$ cat src/rtl/t05_pkg.sv
// rtl/t05_pkg.sv - shared types and constants for the find-least scanner
package t05_pkg;

  localparam int NUM_ENTRIES = 256;
  localparam int ADDR_W      = 8;
  localparam int CNT_W       = 32;
  localparam logic [CNT_W-1:0] CNT_MAX = '1;

  typedef enum logic [2:0] {
    IDLE,
    REQ,
    WAIT,
    CMP,
    DONE
  } find_least_state_t;

  // Unsigned add that clamps to CNT_MAX instead of wrapping.
  function automatic logic [CNT_W-1:0] sat_add(input logic [CNT_W-1:0] a,
                                               input logic [CNT_W-1:0] b);
    logic [CNT_W:0] s;
    s = {1'b0, a} + {1'b0, b};
    return s[CNT_W] ? CNT_MAX : s[CNT_W-1:0];
  endfunction

endpackage

$ cat src/rtl/t05_least_cmp.sv
// rtl/t05_least_cmp.sv - combinational insert of one (addr,cnt) into the smallest pair
module t05_least_cmp
  import t05_pkg::*;
#(
  parameter int ADDR_W = t05_pkg::ADDR_W
) (
  input  logic [ADDR_W-1:0] in_addr,
  input  logic [CNT_W-1:0]  in_cnt,
  input  logic [1:0]        found_in,
  input  logic [ADDR_W-1:0] l1_addr_in,
  input  logic [CNT_W-1:0]  l1_cnt_in,
  input  logic [ADDR_W-1:0] l2_addr_in,
  input  logic [CNT_W-1:0]  l2_cnt_in,
  output logic [ADDR_W-1:0] l1_addr_out,
  output logic [CNT_W-1:0]  l1_cnt_out,
  output logic [ADDR_W-1:0] l2_addr_out,
  output logic [CNT_W-1:0]  l2_cnt_out,
  output logic [1:0]        found_out
);

  // Empty slots (tracked by found_in) act as +infinity so an all-ones count
  // still lands; strict < keeps the earlier (lower) address on ties.
  always_comb begin
    l1_addr_out = l1_addr_in;
    l1_cnt_out  = l1_cnt_in;
    l2_addr_out = l2_addr_in;
    l2_cnt_out  = l2_cnt_in;
    found_out   = found_in;
    if (in_cnt != '0) begin
      if (found_in != 2'd2) found_out = found_in + 2'd1;
      if (found_in == 2'd0 || in_cnt < l1_cnt_in) begin
        l2_addr_out = l1_addr_in;
        l2_cnt_out  = l1_cnt_in;
        l1_addr_out = in_addr;
        l1_cnt_out  = in_cnt;
      end else if (found_in == 2'd1 || in_cnt < l2_cnt_in) begin
        l2_addr_out = in_addr;
        l2_cnt_out  = in_cnt;
      end
    end
  end

endmodule

$ cat src/rtl/t05_find_least.sv
// rtl/t05_find_least.sv - scans the frequency SRAM for the two smallest nonzero counts
module t05_find_least
  import t05_pkg::*;
#(
  parameter int NUM_ENTRIES = t05_pkg::NUM_ENTRIES,
  parameter int ADDR_W      = t05_pkg::ADDR_W
) (
  input  logic              clk,
  input  logic              rst,
  input  logic              start,
  output logic              rd_req,
  output logic [ADDR_W-1:0] rd_addr,
  input  logic [31:0]       rd_data,
  input  logic              rd_valid,
  output logic              busy,
  output logic              done,
  output logic [ADDR_W-1:0] least1_addr,
  output logic [31:0]       least1_cnt,
  output logic [ADDR_W-1:0] least2_addr,
  output logic [31:0]       least2_cnt,
  output logic [31:0]       sum_cnt,
  output logic [1:0]        found_cnt,
  output logic              pair_valid
);

  find_least_state_t state, state_nxt;

  logic [ADDR_W-1:0] idx;
  logic [CNT_W-1:0]  cnt_q;
  logic              last;

  logic [ADDR_W-1:0] l1_addr_n, l2_addr_n;
  logic [CNT_W-1:0]  l1_cnt_n, l2_cnt_n;
  logic [1:0]        found_n;

  assign last       = (idx == ADDR_W'(NUM_ENTRIES - 1));
  assign rd_req     = (state == REQ);
  assign rd_addr    = idx;
  assign busy       = (state == REQ) || (state == WAIT) || (state == CMP);
  assign done       = (state == DONE);
  assign pair_valid = (found_cnt == 2'd2);

  t05_least_cmp #(.ADDR_W(ADDR_W)) u_cmp (
    .in_addr     (idx),
    .in_cnt      (cnt_q),
    .found_in    (found_cnt),
    .l1_addr_in  (least1_addr),
    .l1_cnt_in   (least1_cnt),
    .l2_addr_in  (least2_addr),
    .l2_cnt_in   (least2_cnt),
    .l1_addr_out (l1_addr_n),
    .l1_cnt_out  (l1_cnt_n),
    .l2_addr_out (l2_addr_n),
    .l2_cnt_out  (l2_cnt_n),
    .found_out   (found_n)
  );

  // State register.
  always_ff @(posedge clk or negedge rst) begin
    if (!rst) state <= IDLE;
    else      state <= state_nxt;
  end

  // Next-state logic; start is only looked at in IDLE, rd_valid only in WAIT.
  always_comb begin
    state_nxt = state;
    case (state)
      IDLE:    if (start) state_nxt = REQ;
      REQ:     state_nxt = WAIT;
      WAIT:    if (rd_valid) state_nxt = CMP;
      CMP:     state_nxt = last ? DONE : REQ;
      DONE:    state_nxt = IDLE;
      default: state_nxt = IDLE;
    endcase
  end

  // Index, captured read data and result registers.
  always_ff @(posedge clk or negedge rst) begin
    if (!rst) begin
      idx         <= '0;
      cnt_q       <= '0;
      least1_addr <= '0;
      least1_cnt  <= CNT_MAX;
      least2_addr <= '0;
      least2_cnt  <= CNT_MAX;
      sum_cnt     <= '0;
      found_cnt   <= '0;
    end else begin
      case (state)
        IDLE: if (start) begin
          idx         <= '0;
          least1_addr <= '0;
          least1_cnt  <= CNT_MAX;
          least2_addr <= '0;
          least2_cnt  <= CNT_MAX;
          sum_cnt     <= '0;
          found_cnt   <= '0;
        end
        WAIT: if (rd_valid) cnt_q <= rd_data;
        CMP: begin
          least1_addr <= l1_addr_n;
          least1_cnt  <= l1_cnt_n;
          least2_addr <= l2_addr_n;
          least2_cnt  <= l2_cnt_n;
          found_cnt   <= found_n;
          // Sum is loaded on entry to DONE so it is valid alongside done.
          if (last) sum_cnt <= (found_n == 2'd2) ? sat_add(l1_cnt_n, l2_cnt_n) : '0;
          else      idx     <= idx + ADDR_W'(1);
        end
        default: ;
      endcase
    end
  end

endmodule

$ cat config.mk
export PLATFORM = sky130hd
export DESIGN_NAME = t05_find_least
export DESIGN_NICKNAME = d
export VERILOG_FILES = /design/src/rtl/t05_pkg.sv /design/src/rtl/t05_least_cmp.sv /design/src/rtl/t05_find_least.sv
export SDC_FILE = /design/constraint.sdc
export NUM_CORES = 1
export LEC_CHECK = 0
export CAP_MARGIN = 10
export CORE_UTILIZATION = 28
export CTS_CLUSTER_DIAMETER = 80
export DETAILED_ROUTE_END_ITERATION = 7
export PLACE_DENSITY = 0.49
export SLEW_MARGIN = 10
export SYNTH_ARGS = -nofsm -noshare
export SYNTH_HDL_FRONTEND = slang
export SYNTH_HIERARCHICAL = 1
export SYNTH_SLANG_ARGS = --single-unit
$ cat constraint.sdc
create_clock -name clk -period 7.11 [get_ports clk]
set_input_delay 1.0665 -clock clk [delete_from_list [all_inputs] [get_ports clk]]
set_output_delay 1.0665 -clock clk [all_outputs]
set_load 0.1 [all_outputs]
* After elaboration in Yosys (flattened, before gate mapping)
Cells that the tools add are included.
Word-level totals: register bits 157, output and inout port bits 126, word-level logic and storage cells 76
Operators by class: $add $sub $neg 3, magnitude comparators 2, equality and inequality tests 16, muxes and demuxes 31, reduce and logical (&&, ||, !) cells 15
Operators by type and width (number):
- 32-bit 2-to-1 mux | 10
- 32-bit case mux with 2 select lines | 3
- 32-bit < comparator | 2
- 8-bit 2-to-1 mux | 7
- 8-bit case mux with 2 select lines | 3
- 32-bit by 32-bit adder with 33-bit output | 1
- 32-bit nonzero test | 1
- 3-bit case mux with 4 select lines | 1
- 2-bit != test (second input constant) | 5
- 3-bit 2-to-1 mux | 3
- 8-bit by 1-bit adder with 8-bit output (second input constant) | 1
- 8-bit equality test (second input constant) | 1
- 4-bit AND reduction | 2
- 3-bit by 2-bit equality test with 1-bit output (second input constant) | 2
- 2-bit 2-to-1 mux | 3
- 2-bit AND reduction | 3
- 3-bit AND reduction | 2
- 2-bit equality test (second input constant) | 2
- 1-bit logical OR | 4
- 2-bit by 1-bit != test with 1-bit output (second input constant) | 2
- 2-bit case mux with 2 select lines | 1
- 3-bit by 1-bit equality test with 1-bit output (second input constant) | 1
- 3-bit equality test (second input constant) | 1
- 3-bit logical NOT | 1
- 5 further kinds | 5

* Depth between registers and ports, before layout
Gate-level depths: netlist of run 1.
depth in word-level cells 10, depth in mapped cells 22, gate-level depth less buffers 20

* Modules after synthesis
The synthesis of run 1 kept the hierarchy.
Modules (own cells, without submodules):
- t05_find_least | instances 1, cells each 686, area an instance 7703.6 µm², sequential area each 4008.8 µm²
- t05_least_cmp | instances 1, cells each 424, area an instance 2874.0 µm², sequential area each 0.0 µm²

* Least setup slack after synthesis of run 1
OpenSTA, ideal clock, no wires.
path type reg-to-reg, from register least1_cnt[15], to register sum_cnt[30], library setup time 0.128 ns, arrival time 5.284 ns, required time 6.982 ns, setup slack 1.698 ns, cell stages (with the launch flop) 21, buffers on the path 1, clock period less this slack 5.412 ns, cell sequence dfstp_2 inv_1 ha_1 nand4_1 or3_1 or4_1 o2111ai_2 a211oi_2 buf_2 a221o_1 ha_1 fa_1 a21oi_1 o211ai_2 a211oi_1 o21ai_1 o211ai_1 a41oi_1 or4_1 nand4_1 nand3_1
On the way: word-level cells in the longest chain between the ends 9, elaborated cells on any way between the ends 11
RTL lines:
- from (decl) | RTL line t05_find_least.sv:18 | output logic [31:0] least1_cnt,
- from (signal assigned) | RTL line t05_find_least.sv:102 | least1_cnt <= l1_cnt_n;
- 32-bit < comparator | RTL line t05_least_cmp.sv:31 | if (found_in == 2'd0 || in_cnt < l1_cnt_in) begin
- 1-bit logical OR | RTL line t05_least_cmp.sv:31
- 32-bit 2-to-1 mux | RTL line t05_least_cmp.sv:31
- 32-bit 2-to-1 mux | RTL line t05_least_cmp.sv:29 | if (in_cnt != '0) begin
- net l2_cnt_n[0] | RTL line t05_find_least.sv:33 | logic [CNT_W-1:0] l1_cnt_n, l2_cnt_n;
- 32-bit by 32-bit adder with 33-bit output | RTL line t05_pkg.sv:21 | s = {1'b0, a} + {1'b0, b};
- 32-bit 2-to-1 mux | RTL line t05_pkg.sv:22 | return s[CNT_W] ? CNT_MAX : s[CNT_W-1:0];
- 32-bit 2-to-1 mux (2 in a row) | RTL line t05_find_least.sv:107 | if (last) sum_cnt <= (found_n == 2'd2) ? sat_add(l1_cnt_n, l2_cnt_n) : '0;
- 32-bit case mux with 2 select lines | RTL line t05_find_least.sv:89 | case (state)
- to (signal assigned) | RTL line t05_find_least.sv:107
- to (decl) | RTL line t05_find_least.sv:21 | output logic [31:0] sum_cnt,
The timed path passes the listed nets, and every way through them passes these cells. The select of a mux whose other input is x is not followed. A chain may end at the register's enable or synchronous reset.

* Worst setup path after layout of run 1
from register least1_cnt[11], to register sum_cnt[30]
On the way: word-level cells in the longest chain between the ends 9, elaborated cells on any way between the ends 11
RTL lines (RTL line):
- 32-bit < comparator | t05_least_cmp.sv:31
- 1-bit logical OR | t05_least_cmp.sv:31
- 32-bit 2-to-1 mux (*) | t05_least_cmp.sv:31
- 32-bit 2-to-1 mux (*) | t05_least_cmp.sv:29
- net l2_cnt_n[11] | t05_find_least.sv:33
- 32-bit by 32-bit adder with 33-bit output (*) | t05_pkg.sv:21
- 32-bit 2-to-1 mux (*) | t05_pkg.sv:22
- 32-bit 2-to-1 mux (*) (2 in a row) | t05_find_least.sv:107
- 32-bit case mux with 2 select lines (*) | t05_find_least.sv:89
The timed path passes the listed nets; every way through them passes the cells marked *. The select of a mux whose other input is x is not followed.

==> results of run 1 <==
## cell type report
| class | count | area share, % |
|---|---|---|
| sequential | 157 | 30.2 |
| timing repair buffer | 175 | 13.0 |
| multi-input combinational | 804 | 45.0 |
| clock buffer | 20 | 3.44 |
| inverter | 86 | 2.43 |
| clock inverter | 12 | 1.20 |
| tap | 504 | 4.75 |
## metal layers
| metal | vias to the layer above | global-route usage, % |
|---|---|---|
| met5 | - | 0 |
| met4 | 0 | 5.50 |
| met3 | 24 | 2.96 |
| met2 | 214 | 25.7 |
| met1 | 4425 | 27.9 |
| li1 | 4357 | - |
## cells by family after synthesis
logic type               count (synthesis)  share of synthesized area (%)
flip-flops                             157                           37.9
adder cells (fa/ha/maj)                 98                           11.7
AND/OR/NAND/NOR                        293                           13.4
AO/OA/AOI/OAI                          337                           23.8
XOR/XNOR                                34                           2.82
multiplexers                            42                           4.46
buffers and inverters                  149                           5.96
## stage by stage
stage               utilization, %  std cells  setup slack (ns)  instance area [µm²]
floorplan                        -       1110              1.70                10600
finish                        36.0       1758              1.18                13300
CTS                           36.0       1758              1.14                13300
global route                  36.0       1758             0.748                13300
global placement              34.3       1726              1.07                12700
detailed placement            34.3       1726              1.16                12700
## final timing paths
| path | from | end | slack (ns) | depth (start not counted) |
|---|---|---|---|---|
| setup / recovery | least1_cnt[11] | sum_cnt[30] | 1.18 | 20 |
| hold / removal | sum_cnt[15] | sum_cnt[15] | 0.46 | 2 |
| setup reg to reg | least1_cnt[11] | sum_cnt[30] | 1.18 | 20 |
| hold reg to reg | sum_cnt[15] | sum_cnt[15] | 0.46 | 2 |
| max in group asynchronous | rst | least1_addr[2] | 5.39 | 2 |
| min in group asynchronous | rst | cnt_q[9] | 0.56 | 1 |
## placed cells by master (no fill, tap or decap), types with 9 or more instances in the layout
cell type and count:
sky130_fd_sc_hd__a21o_1 10, sky130_fd_sc_hd__a21oi_1 54, sky130_fd_sc_hd__a221o_1 40, sky130_fd_sc_hd__a22o_1 19, sky130_fd_sc_hd__and3_1 39, sky130_fd_sc_hd__buf_4 13, sky130_fd_sc_hd__clkbuf_16 17, sky130_fd_sc_hd__clkdlybuf4s50_1 160
sky130_fd_sc_hd__dfrtp_1 93, sky130_fd_sc_hd__dfstp_2 64, sky130_fd_sc_hd__ha_1 97, sky130_fd_sc_hd__inv_1 86, sky130_fd_sc_hd__mux2_2 41, sky130_fd_sc_hd__nand2_1 135, sky130_fd_sc_hd__nand3_1 12, sky130_fd_sc_hd__nand4_1 17
sky130_fd_sc_hd__nor2_1 30, sky130_fd_sc_hd__nor3_1 9, sky130_fd_sc_hd__nor4_1 10, sky130_fd_sc_hd__o21ai_0 55, sky130_fd_sc_hd__o21ai_1 27, sky130_fd_sc_hd__o22a_1 65, sky130_fd_sc_hd__xnor2_1 19, sky130_fd_sc_hd__xor2_1 15
## worst max-delay path: stages, from the launching register on
cell and delay, ns:
sky130_fd_sc_hd__dfstp_2 0.57, sky130_fd_sc_hd__inv_1 0.07, sky130_fd_sc_hd__ha_1 0.31, sky130_fd_sc_hd__nand4_1 0.15, sky130_fd_sc_hd__or3_1 0.36, sky130_fd_sc_hd__or4_1 0.55, sky130_fd_sc_hd__o2111ai_2 0.17, sky130_fd_sc_hd__a211oi_4 0.15
sky130_fd_sc_hd__a21oi_4 0.63, sky130_fd_sc_hd__buf_4 0.34, sky130_fd_sc_hd__a221o_1 0.26, sky130_fd_sc_hd__ha_1 0.36, sky130_fd_sc_hd__a21oi_2 0.25, sky130_fd_sc_hd__o21bai_1 0.13, sky130_fd_sc_hd__a211oi_1 0.32, sky130_fd_sc_hd__o21ai_1 0.13
sky130_fd_sc_hd__o211ai_1 0.13, sky130_fd_sc_hd__a41oi_1 0.25, sky130_fd_sc_hd__or4_1 0.52, sky130_fd_sc_hd__nand4_1 0.10, sky130_fd_sc_hd__nand3_1 0.07
## flip-flops by register name (all words and copies together), names as in the netlist
| signal | count |
|---|---|
| state | 3 |
| least1_addr | 8 |
| found_cnt | 2 |
| cnt_q | 32 |
| least1_cnt | 32 |
| sum_cnt | 32 |
| rd_addr | 8 |
| least2_addr | 8 |
| least2_cnt | 32 |
==> run_results.csv, run 1 <==
group,metric,value,unit
setup_path,end_kind,"flip-flop",
cells_and_area,fill_cells,3776,
floorplanning,design.portCount,162,
cells_and_area,antenna_cells_inserted,0,
detailed_routing,postRouteWirelength,34.2,mm
clocking,cts-htree-levels,4,
synth,synth_commonest_cells,"135 x sky130_fd_sc_hd__nand2_1, 97 x sky130_fd_sc_hd__ha_1, 93 x sky130_fd_sc_hd__dfrtp_1, 86 x sky130_fd_sc_hd__inv_1, 65 x sky130_fd_sc_hd__o22a_1",
detailed_routing,detailedRoute.firstPassIterationCount,5,
clocking,clk_latency,0.46,ns
synth,yosysMostFrequentCell,"sky130_fd_sc_hd__nand2_1",
synth,number_of_synthesized_flops_with_an_enable_pin,0,
sta,final_period_minus_worst_setup_slack,5.93,ns
place,place_congestion,0.832,
floorplanning,rows,70,
sta,post-route-period-util,83.4,%
detailed_routing,met3_wirelength,1.68,mm
min_path,min_path_type,"flip-flop to flip-flop",
sta,clock_skew,0.0213,ns
clocking,numCtsBuffers,17,
cells_and_area,multi_input_area,0.00597,mm²
sta,setup_viol,0,
floorplanning,chipHeight,196,µm
synth,ys_top_cells_by_area,"sky130_fd_sc_hd__dfrtp_1 22%, sky130_fd_sc_hd__dfstp_2 16%, sky130_fd_sc_hd__ha_1 11%, sky130_fd_sc_hd__o22a_1 5.4%, sky130_fd_sc_hd__nand2_1 4.8%",
detailed_routing,met2_wirelength,14.5,mm
detailed_routing,antenna_violating_nets_post_route,0,
detailed_routing,top_layer_used,"met4",
setup_path,path_max_fanout,19,
floorplanning,core,0.0369,mm²
synth,postSynthNetCount,1244,
synth,async_reset_ff_share,100,%
synth,ys_seq_area_share,37.9,%
detailed_routing,vias_per_cell,5.13,
detailed_routing,detail_route.wirelength.met1,17.5,mm
synth,synthCells,1110,
sta,max_slew.worst_pin.slew,1.06,ns
detailed_routing,num_vias,9020,
place,io_buffer_count,161,
detailed_routing,drt_iter0_markers,547,
sta,final_sum_of_negative_setup_slack,0,ns
setup_path,critical_path_required,7.45,ns
setup_path,timing_worst_setup_path_type,"flip-flop to flip-flop",
cells_and_area,area_growth_from_synthesis_to_layout,25.5,%
clocking,hold_buffer_count_at_cts,0,
sta,rsz0062_at_grt,"false",
cells_and_area,final_net_count,1375,
floorplanning,initial_core_util,28.7,%
clocking,cts_root_buffer,"sky130_fd_sc_hd__clkbuf_16",
clocking,postCtsSetupRepairBufs,0,
sta,finalHoldWorstSlack,0.461,ns
run_status,result_of_the_run,"completed",
global_route,grt_pass1_wl,53.9,mm
synth,yosys.area.top_type,"sky130_fd_sc_hd__dfrtp_1",
setup_path,cp.arrival,6.27,ns
synth,post-synth-top-area-fraction,22.0,%
clocking,clock_sinks,157,
synth,ys.flop_type,"sky130_fd_sc_hd__dfrtp_1",
place,detailed_place_hpwl,25.5,mm
cells_and_area,sequential_standard_cell_area,0.00401,mm²
global_route,grt.overflow.total,0,
synth,syn-mean-instance-area,9.53,µm²
synth,netlist-cell-type-count,74,
clocking,cts_tree,"done",
setup_path,crit_path_start_kind,"flip-flop",
clocking,clock_tree.buffer_depth,2,
synth,netlist_area,0.0106,mm²
global_route,grt_use_total,18.2,%
global_route,number_of_antenna_violations_at_the_first_check_in_global_routing,0,
synth,yosys_warnings,6,
sta,max_slew_margin,29.3,%
job,cap_viol_max_count,0,
cells_and_area,layout-drive-gt1-share,14.4,%
floorplanning,die-area,0.0386,mm²
synth,ys_ff_latch,157,
sta,final_max_slew_viol_count,0,
clocking,clk_pin_slew_worst_paths,0.07,ns
floorplanning,die_w,196,µm
global_route,first_global_vias,8701,
sta,final-hold-violation-count,0,
detailed_routing,post_drt_wl_per_cell,19.5,µm
clocking,cts_resized,0,
detailed_routing,remaining_drc_errors,0,
global_route,grt_start_max_net_pins,112,
sta,max_clock_freq,169,MHz
Power of run 1 is left out: the tool's default activity adds up to more than one toggle a clock period on the data nets, which glitch-free logic cannot reach.
==> inputs of run 2 (changes only) <==
Settings changed: PLACE_DENSITY 0.49 to 0.51.
Clock period 7.11 ns to 5.15 ns, I/O delays scaled along.
==> run 2 against run 1 <==
First-iteration DRC count up 23%. Register-to-register slack got worse by 1.1 ns. Highest routed layer unchanged. Critical path depth rose by 3.
==> run_results.csv, run 2 (synthesis gave the netlist of run 1 again) <==
group,metric,value,unit
cells_and_area,final_net_count,1558,
cells_and_area,antenna_cells_inserted,0,
global_route,grt_util_met1,27.4,%
cells_and_area,layout_commonest_cell,"sky130_fd_sc_hd__buf_4",
sta,final_period_minus_worst_setup_slack,5.07,ns
clocking,clk_pin_slew_worst_paths,0.07,ns
place,pre_cts_ws,-0.0612,ns
sta,post-route-period-util,98.5,%
detailed_routing,antenna_violating_nets_post_route,0,
clocking,clock_sinks,157,
detailed_routing,detailedRoute.firstPassIterationCount,5,
global_route,grt_use_met2,27.2,%
setup_path,timing_worst_setup_path_type,"flip-flop to flip-flop",
place,detailed_place_hpwl,26.7,mm
cells_and_area,highest_count_cells_in_the_layout_ignoring_fill_and_taps,"184 x sky130_fd_sc_hd__buf_4, 160 x sky130_fd_sc_hd__clkdlybuf4s50_1, 135 x sky130_fd_sc_hd__nand2_1",
cells_and_area,area_growth_from_synthesis_to_layout,44.4,%
global_route,grt_busiest_layer,"met1",
job,cap_viol_max_count,0,
floorplanning,die_w,196,µm
global_route,grt.overflow.total,0,
detailed_routing,num_vias,9717,
global_route,global_route.usage.met3,2.89,%
sta,setup_viol,0,
setup_path,cp.arrival,5.40,ns
global_route,grt_start_max_net_pins,81,
global_route,grt_pass1_wl,55.2,mm
floorplanning,initial_core_util,28.7,%
sta,final_critical_path_setup_slack,0.0774,ns
sta,max_slew.worst_pin.slew,1.08,ns
floorplanning,die-area,0.0386,mm²
setup_path,cell_at_the_slowest_stage_of_the_critical_path,"sky130_fd_sc_hd__dfstp_4",
global_route,first_global_vias,9447,
detailed_routing,post_drt_wl_per_cell,18.5,µm
clocking,clk_latency,0.46,ns
floorplanning,chipHeight,196,µm
sta,final_max_slew_viol_count,0,
setup_path,path_max_fanout,5,
run_status,result_of_the_run,"completed",
setup_path,end_kind,"flip-flop",
min_path,min_path_type,"primary input to async pin",
place,place_congestion,0.844,
setup_path,crit_path_start_kind,"flip-flop",
global_route,grt_use_total,18.5,%
sta,final-hold-violation-count,0,
floorplanning,core,0.0369,mm²
setup_path,cp_slowest_stage_delay,0.62,ns
detailed_routing,postRouteWirelength,35.9,mm
clocking,cts_tree,"done",
setup_path,crit_top_cell,"sky130_fd_sc_hd__a21oi_4",
floorplanning,design.portCount,162,
sta,max_slew_margin,27.7,%
global_route,number_of_antenna_violations_at_the_first_check_in_global_routing,0,
cells_and_area,layout-drive-gt1-share,29.4,%
place,io_buffer_count,161,
clocking,numCtsBuffers,17,
detailed_routing,vias_per_cell,5.01,
clocking,clock_tree.buffer_depth,2,
setup_path,reg2reg_slack,0.08,ns
setup_path,timing.critical_path.cells,"inv_2 -> ha_4 -> nand4_1 -> or3_1 -> or4_4 -> o2111ai_4 -> a211oi_4 -> buf_6 -> a221o_1 -> ha_4 -> fa_2 -> a21oi_4 -> o211ai_4 -> buf_6 -> a21oi_4 -> o21ai_2 -> nand3b_1 -> a41o_1 -> a21oi_4 -> buf_12 -> clkbuf_16 -> o21ai_4 -> nand2_1",
clocking,cts-htree-levels,4,
sta,rsz0062_at_grt,"true",
detailed_routing,remaining_drc_errors,0,
sta,clock_skew,0.0183,ns
floorplanning,rows,70,
cells_and_area,postLayoutCoreUtil,41.4,%
sta,max_clock_freq,197,MHz
setup_path,critical_path_required,5.48,ns
clocking,cts_root_buffer,"sky130_fd_sc_hd__clkbuf_16",
detailed_routing,drt_iter0_markers,672,
==> run 2: metal layers <==
| metal | routed length [µm] | part of all wire (%) |
|---|---|---|
| met5 | 0 | 0 |
| met4 | 651 | 1.8 |
| met3 | 1600 | 4.5 |
| met2 | 15600 | 44 |
| met1 | 18000 | 50 |
==> run 2: area by class of cell <==
class | count | area [µm²]
tap | 504 | 631
fill | 3640 | 21600
timing repair buffer | 358 | 3220
multi-input combinational | 804 | 6470
inverter | 86 | 325
sequential | 157 | 4040
clock buffer | 21 | 440
clock inverter | 11 | 143
==> run 2: stage by stage <==
stage | TNS (ns) | hold slack, ns | cells | area (µm²)
after floorplan | 0 | 0.477 | 1110 | 10600
after global routing | -1.31 | 0.413 | 1941 | 15300
after detailed placement | -0.213 | 0.455 | 1890 | 14000
final | 0 | 0.348 | 1941 | 15300
after CTS | -0.00367 | 0.371 | 1922 | 14600
after global placement | -0.0210 | 0.452 | 1890 | 14000
==> run 2: path summary, 6_finish.rpt <==
| check | endpoint | startpoint | cells past startpoint |
|---|---|---|---|
| max in group asynchronous | least2_cnt[29] | rst | 2 |
| min in group clk | sum_cnt[24] | sum_cnt[24] | 2 |
| min reg2reg | sum_cnt[24] | sum_cnt[24] | 2 |
| max | sum_cnt[8] | least1_cnt[11] | 23 |
| min | cnt_q[4] | rst | 1 |
| max reg2reg | sum_cnt[8] | least1_cnt[11] | 23 |
==> run 2: timing repair <==
item	CTS	global route
endpoints found under the setup margin	8	32
gates resized for setup	11	85
buffers inserted	0	15
pin swaps	4	62
hold endpoints to repair	0	0
cloned	0	4
hold buffers	0	0
==> run 2: worst max-delay path: cells and delay by family, from the launching register on <==
kind,cells,cell delay (ns)
AOI/OAI and AO/OA,10,1.64
adders and majority gates,3,0.85
buffers and inverters,5,0.66
DFF,1,0.62
and+or+nand+nor,5,1.20
Power of run 2 is left out for the same reason.
